$ cat src/rtl/fetch_stage.sv
// Instruction fetch stage: PC register, BOOT/RUN/HALT fetch FSM and the IF/ID pipeline register.
// Optional macro FETCH_MISALIGN_CHK_EN enables the registered misaligned-redirect flag.
module fetch_stage #(
  parameter logic [31:0] RESET_PC  = 32'h00000000,
  parameter logic [31:0] NOP_INSTR = 32'h00000013
) (
  input  logic        clk,
  input  logic        rst_n,
  input  logic        stall,
  input  logic        flush,
  input  logic        redirect,
  input  logic [31:0] redirect_pc,
  output logic [5:0]  imem_addr,
  input  logic [31:0] imem_data,
  output logic [31:0] pc,
  output logic [31:0] if_id_pc,
  output logic [31:0] if_id_pc4,
  output logic [31:0] if_id_instr,
  output logic        if_id_valid,
  output logic        halted,
  output logic        misalign_exc
);

  typedef enum logic [1:0] {BOOT, RUN, HALT} state_t;

  typedef struct packed {
    logic [31:0] pc;
    logic [31:0] pc4;
    logic [31:0] instr;
    logic        valid;
  } if_id_t;

  localparam if_id_t BUBBLE = '{pc: 32'h0, pc4: 32'h0, instr: NOP_INSTR, valid: 1'b0};

  state_t      state, state_n;
  logic [31:0] pc_q, pc_n;
  if_id_t      if_id_q, if_id_n;
  logic        mis_q, mis_n;
  logic        halted_q;
  logic [31:0] pc_plus4;
  logic [31:0] redir_aligned;
  logic        redir_mis;

  assign pc_plus4      = pc_q + 32'd4;
  assign redir_aligned = {redirect_pc[31:2], 2'b00};

`ifdef FETCH_MISALIGN_CHK_EN
  assign redir_mis = |redirect_pc[1:0];
`else
  assign redir_mis = 1'b0;
`endif

  always_ff @(posedge clk) begin
    if (!rst_n) begin
      state    <= BOOT;
      pc_q     <= RESET_PC;
      if_id_q  <= BUBBLE;
      mis_q    <= 1'b0;
      halted_q <= 1'b0;
    end else begin
      state    <= state_n;
      pc_q     <= pc_n;
      if_id_q  <= if_id_n;
      mis_q    <= mis_n;
      // registered copy so halted is a flop output rather than a state decode
      halted_q <= (state_n == HALT);
    end
  end

  always_comb begin
    state_n = state;
    pc_n    = pc_q;
    if_id_n = if_id_q;
    mis_n   = 1'b0;
    unique case (state)
      BOOT: begin
        if_id_n = BUBBLE;
        state_n = RUN;
      end
      RUN: begin
        if (redirect) begin
          pc_n    = redir_aligned;
          if_id_n = BUBBLE;
          mis_n   = redir_mis;
        end else if (flush) begin
          if_id_n = BUBBLE;
          if (!stall) pc_n = pc_plus4;
        end else if (stall) begin
          if_id_n = if_id_q;
        end else if (imem_data == 32'h0) begin
          // an all-zero word is the halt marker; it never reaches decode
          if_id_n = BUBBLE;
          state_n = HALT;
        end else begin
          if_id_n = '{pc: pc_q, pc4: pc_plus4, instr: imem_data, valid: 1'b1};
          pc_n    = pc_plus4;
        end
      end
      HALT: begin
        if_id_n = BUBBLE;
        if (redirect) begin
          pc_n    = redir_aligned;
          mis_n   = redir_mis;
          state_n = RUN;
        end
      end
      default: begin
        state_n = BOOT;
        if_id_n = BUBBLE;
      end
    endcase
  end

  assign imem_addr    = pc_q[7:2];
  assign pc           = pc_q;
  assign if_id_pc     = if_id_q.pc;
  assign if_id_pc4    = if_id_q.pc4;
  assign if_id_instr  = if_id_q.instr;
  assign if_id_valid  = if_id_q.valid;
  assign halted       = halted_q;
  assign misalign_exc = mis_q;

endmodule

$ cat config.mk
export PLATFORM = sky130hd
export DESIGN_NAME = fetch_stage
export DESIGN_NICKNAME = d
export VERILOG_FILES = /design/src/rtl/fetch_stage.sv
export SDC_FILE = /design/constraint.sdc
export NUM_CORES = 1
export LEC_CHECK = 0
export BUFFER_PORTS_ARGS = -buffer_cell sky130_fd_sc_hd__buf_2
export CORE_MARGIN = 3
export CORE_UTILIZATION = 28
export DETAILED_ROUTE_END_ITERATION = 7
export REMOVE_ABC_BUFFERS = 1
export SETUP_SLACK_MARGIN = 0.4
export SLEW_MARGIN = 20
export SYNTH_ARGS = -nofsm -noshare
export SYNTH_HDL_FRONTEND = slang
export SYNTH_SLANG_ARGS = --single-unit
export TNS_END_PERCENT = 20
$ cat constraint.sdc
create_clock -name clk -period 2.6 [get_ports clk]
set_clock_uncertainty 0.15 [all_clocks]
set_input_delay 0.39 -clock clk [delete_from_list [all_inputs] [get_ports clk]]
set_output_delay 0.39 -clock clk [all_outputs]
set_load 0.02 [all_outputs]
==> flow_summary_export.csv <==
group,metric,value,unit
timing,period_needed,2.177,ns
drt,wl_per_cell,17.39,µm
layout,final_nets,852,
die,start_util,0.2868,
setup_path,worst-setup-path-type,"flop to flop",
pwr,ir_worst_vdd,0.4123,mV
timing,fmax,459.3,MHz
pwr,power_density,649.5,mW/mm²
layout,n_fill_cell,1891,
logic_synthesis,synthArstFlopShare,0,
timing,rsz0062_at_grt,"yes",
setup_path,critical_path_required,2.77,ns
die,core_area,0.01877,mm²
setup_path,cp.arrival,2.35,ns
clock_tree,cts_setup_buffers,0,
clock_tree,clk_latency,0.41,ns
logic_synthesis,synth_flop_cell,"dfxtp_1",
clock_tree,cts_tree,"built",
timing,post-route-period-util,0.8374,
logic_synthesis,ys_warn_count,0,
logic_synthesis,ys_seq_area_frac,0.4723,
layout,fin_util,0.3918,
layout,area_delta_synth_final,36.61,%
outcome,status,"finished, final reports clean",
die,die-height,144.7,µm
die,rows,50,
die,ioPinCount,206,
place,dp_cells,997,
place,io_buffers,200,
global_routing,grt.total_usage,0.1653,
logic_synthesis,synthesis.area,0.005383,mm²
flow_run,cap_violations,0,
logic_synthesis,synthSimpleGateAreaFrac,0.1799,
logic_synthesis,synth_top_family_by_area,"compound AO/OA/AOI/OAI gates",
clock_tree,cts.sinks,127,
setup_path,cp_max_fo,7,
place,place_congestion,0.7548,
clock_tree,htree_levels,4,
setup_path,cp_cell_sequence,"and4_1 > nand2_1 > or4_4 > o31a_1 > o32ai_2",
min_path,min_path_type,"input pin to flop",
timing,finalHoldViolations,0,
place,place_area,0.006731,mm²
logic_synthesis,synth-compound-area-share,0.2429,
logic_synthesis,synth.area.mux_share,0,
drt,routed-via-count,5159,
drt,first_pass_iters,5,
logic_synthesis,synth_adder_area_share,0.002325,
setup_path,critPathBufInv,0,
layout,fin_area,0.007353,mm²
logic_synthesis,synth_cells,587,
setup_path,critical-path-top-delay-family,"simple AND/OR/NAND/NOR gates",
layout,area.sequential,0.002549,mm²
logic_synthesis,synth_edf_count,0,
global_routing,grt_pass1_wl,26.60,mm
global_routing,grt_max_degree,62,
clock_tree,clk_transition_reported_paths,0.05,ns
drt,ant_nets,0,
global_routing,grt_pass1_vias,4829,
setup_path,startpoint_type,"flop",
drt,drtIter0Drc,199,
logic_synthesis,synth_seq_cells,127,
drt,drc,0,
logic_synthesis,synth.distinct_cells,55,
clock_tree,cts_buffer_depth,2,
setup_path,max_stage_delay,0.54,ns
layout,final_cells,1028,
pwr,p_leak,3.228,nW
global_routing,grt_antenna_before_repair,1,
layout,drive_gt1_frac,0.3707,
drt,viasPerCell,5.018,
setup_path,cp_slowest_cell,"or4_4",
layout,multiInputGateArea,0.002571,mm²
pwr,power,0.004776,W
die,fp.dieArea,0.02092,mm²
clock_tree,cts_root_buf,"clkbuf_16",
timing,setup_viol,0,
die,dieWidth,144.7,µm
logic_synthesis,postSynthAreaPerCell,9.170,µm²
setup_path,crit_path_end_kind,"flop",
drt,wl,17.88,mm
timing,finalMaxSlewViolations,0,
logic_synthesis,synth_xor_xnor_area_share,0.03905,
place,dpl.hpwl,12.40,mm
clock_tree,numCtsBuffers,17,
global_routing,grt_overflow_total,0,
cells in the final DEF (no fill, tap or decap), types with 3 or more instances in the layout:
cell,count
xor2_1,11
and3_1,5
or2_2,3
dfxtp_1,122
o32ai_1,10
o21ai_0,34
nor2_1,18
dfxtp_2,5
and4_4,3
a211o_1,4
conb_1,3
o31a_1,6
o31ai_1,7
clkbuf_1,3
inv_1,6
o22a_1,4
buf_12,5
nand3_1,20
clkbuf_16,17
clkinv_2,3
clkbuf_8,4
xnor2_1,13
and4_1,4
nor3_1,13
nor4_1,15
nand2_1,71
a21oi_1,25
buf_4,32
or3_1,4
nand4_1,10
a22o_1,65
buf_2,200
cells in the mapped netlist (all sizes together) (5+ instances only):
cell / n / area share
nand3: 22 / 0.020
xor2: 11 / 0.018
nand4: 12 / 0.018
xnor2: 13 / 0.021
a21oi: 25 / 0.023
nor2: 21 / 0.015
nor3: 15 / 0.014
inv: 6 / 0.0042
o31ai: 7 / 0.0098
buf: 34 / 0.038
and3: 5 / 0.0058
dfxtp: 127 / 0.47
o32ai: 11 / 0.019
nor4: 15 / 0.017
or2: 5 / 0.0058
o31a: 6 / 0.0098
nand2: 71 / 0.050
clkbuf: 29 / 0.020
a22o: 65 / 0.11
and4: 7 / 0.013
o21ai: 35 / 0.033
repair_timing:
| action | in CTS | in global routing |
|---|---|---|
| pin swaps | 0 | 1 |
| gates resized for setup | 3 | 12 |
| hold buffers | 0 | 0 |
| endpoints found under the hold margin | 0 | 0 |
| endpoints found under the setup margin | 9 | 19 |
cells by family after synthesis:
| group | count (synthesis) |
|---|---|
| simple gates | 189 |
| flops | 127 |
| xor+xnor | 24 |
| other cells | 1 |
| compound gates | 176 |
| fa+ha+maj | 1 |
| buf+inv | 69 |
report_power, final:
group / total, W / switching (W) / leakage (nW) / internal [W]
logic: 0.000403 / 0.000243 / 1.92 / 0.000160
registers: 0.00202 / 0.0000406 / 1.03 / 0.00198
clock network: 0.00235 / 0.000852 / 0.282 / 0.00150
total: 0.00478 / 0.00114 / 3.23 / 0.00364
metrics by stage:
step / TNS, ns / hold WS [ns] / setup slack, ns
after global placement: 0 / 0.2781 / 0.1995
after detailed placement: 0 / 0.2863 / 0.1875
after CTS: 0 / 0.03921 / 0.3538
after global routing: 0 / 0.04930 / 0.3098
final: 0 / 0.06849 / 0.4227
after floorplan: -232.54 / 0.3699 / -2.801
routing by layer:
layer / global-route usage / wire [µm] / vias to the layer above
met4: 0.06382 / 282 / 0
met1: 0.2176 / 8444 / 2405
li1: - / - / 2551
met2: 0.2604 / 8050 / 183
met3: 0.04272 / 1101 / 20
met5: 0 / 0 / -
cell type report:
cell class / count / share of cell area
Antenna cell: 1 / 0.0003403
Clock buffer: 24 / 0.06687
Clock inverter: 6 / 0.01123
Inverter: 6 / 0.003063
Multi-Input combinational cell: 393 / 0.3497
Sequential cell: 127 / 0.3466
Tap cell: 234 / 0.03982
Timing Repair Buffer: 237 / 0.1824
registers in the layout, summed over array words and instances (netlist names):
name / flops
state: 2
if_id_pc4: 30
if_id_pc: 31
halted: 1
pc: 30
if_id_instr: 32
if_id_valid: 1
path summary, 6_finish.rpt:
path | startpoint | end | slack (ns) | cells after the start
min | imem_data[3] | if_id_instr[3] | 0.07 | 2
max | pc[20] | pc[29] | 0.42 | 5
max reg2reg | pc[20] | pc[29] | 0.42 | 5
min reg2reg | if_id_valid | if_id_valid | 0.29 | 2
Power figures use the tool's default switching activity.
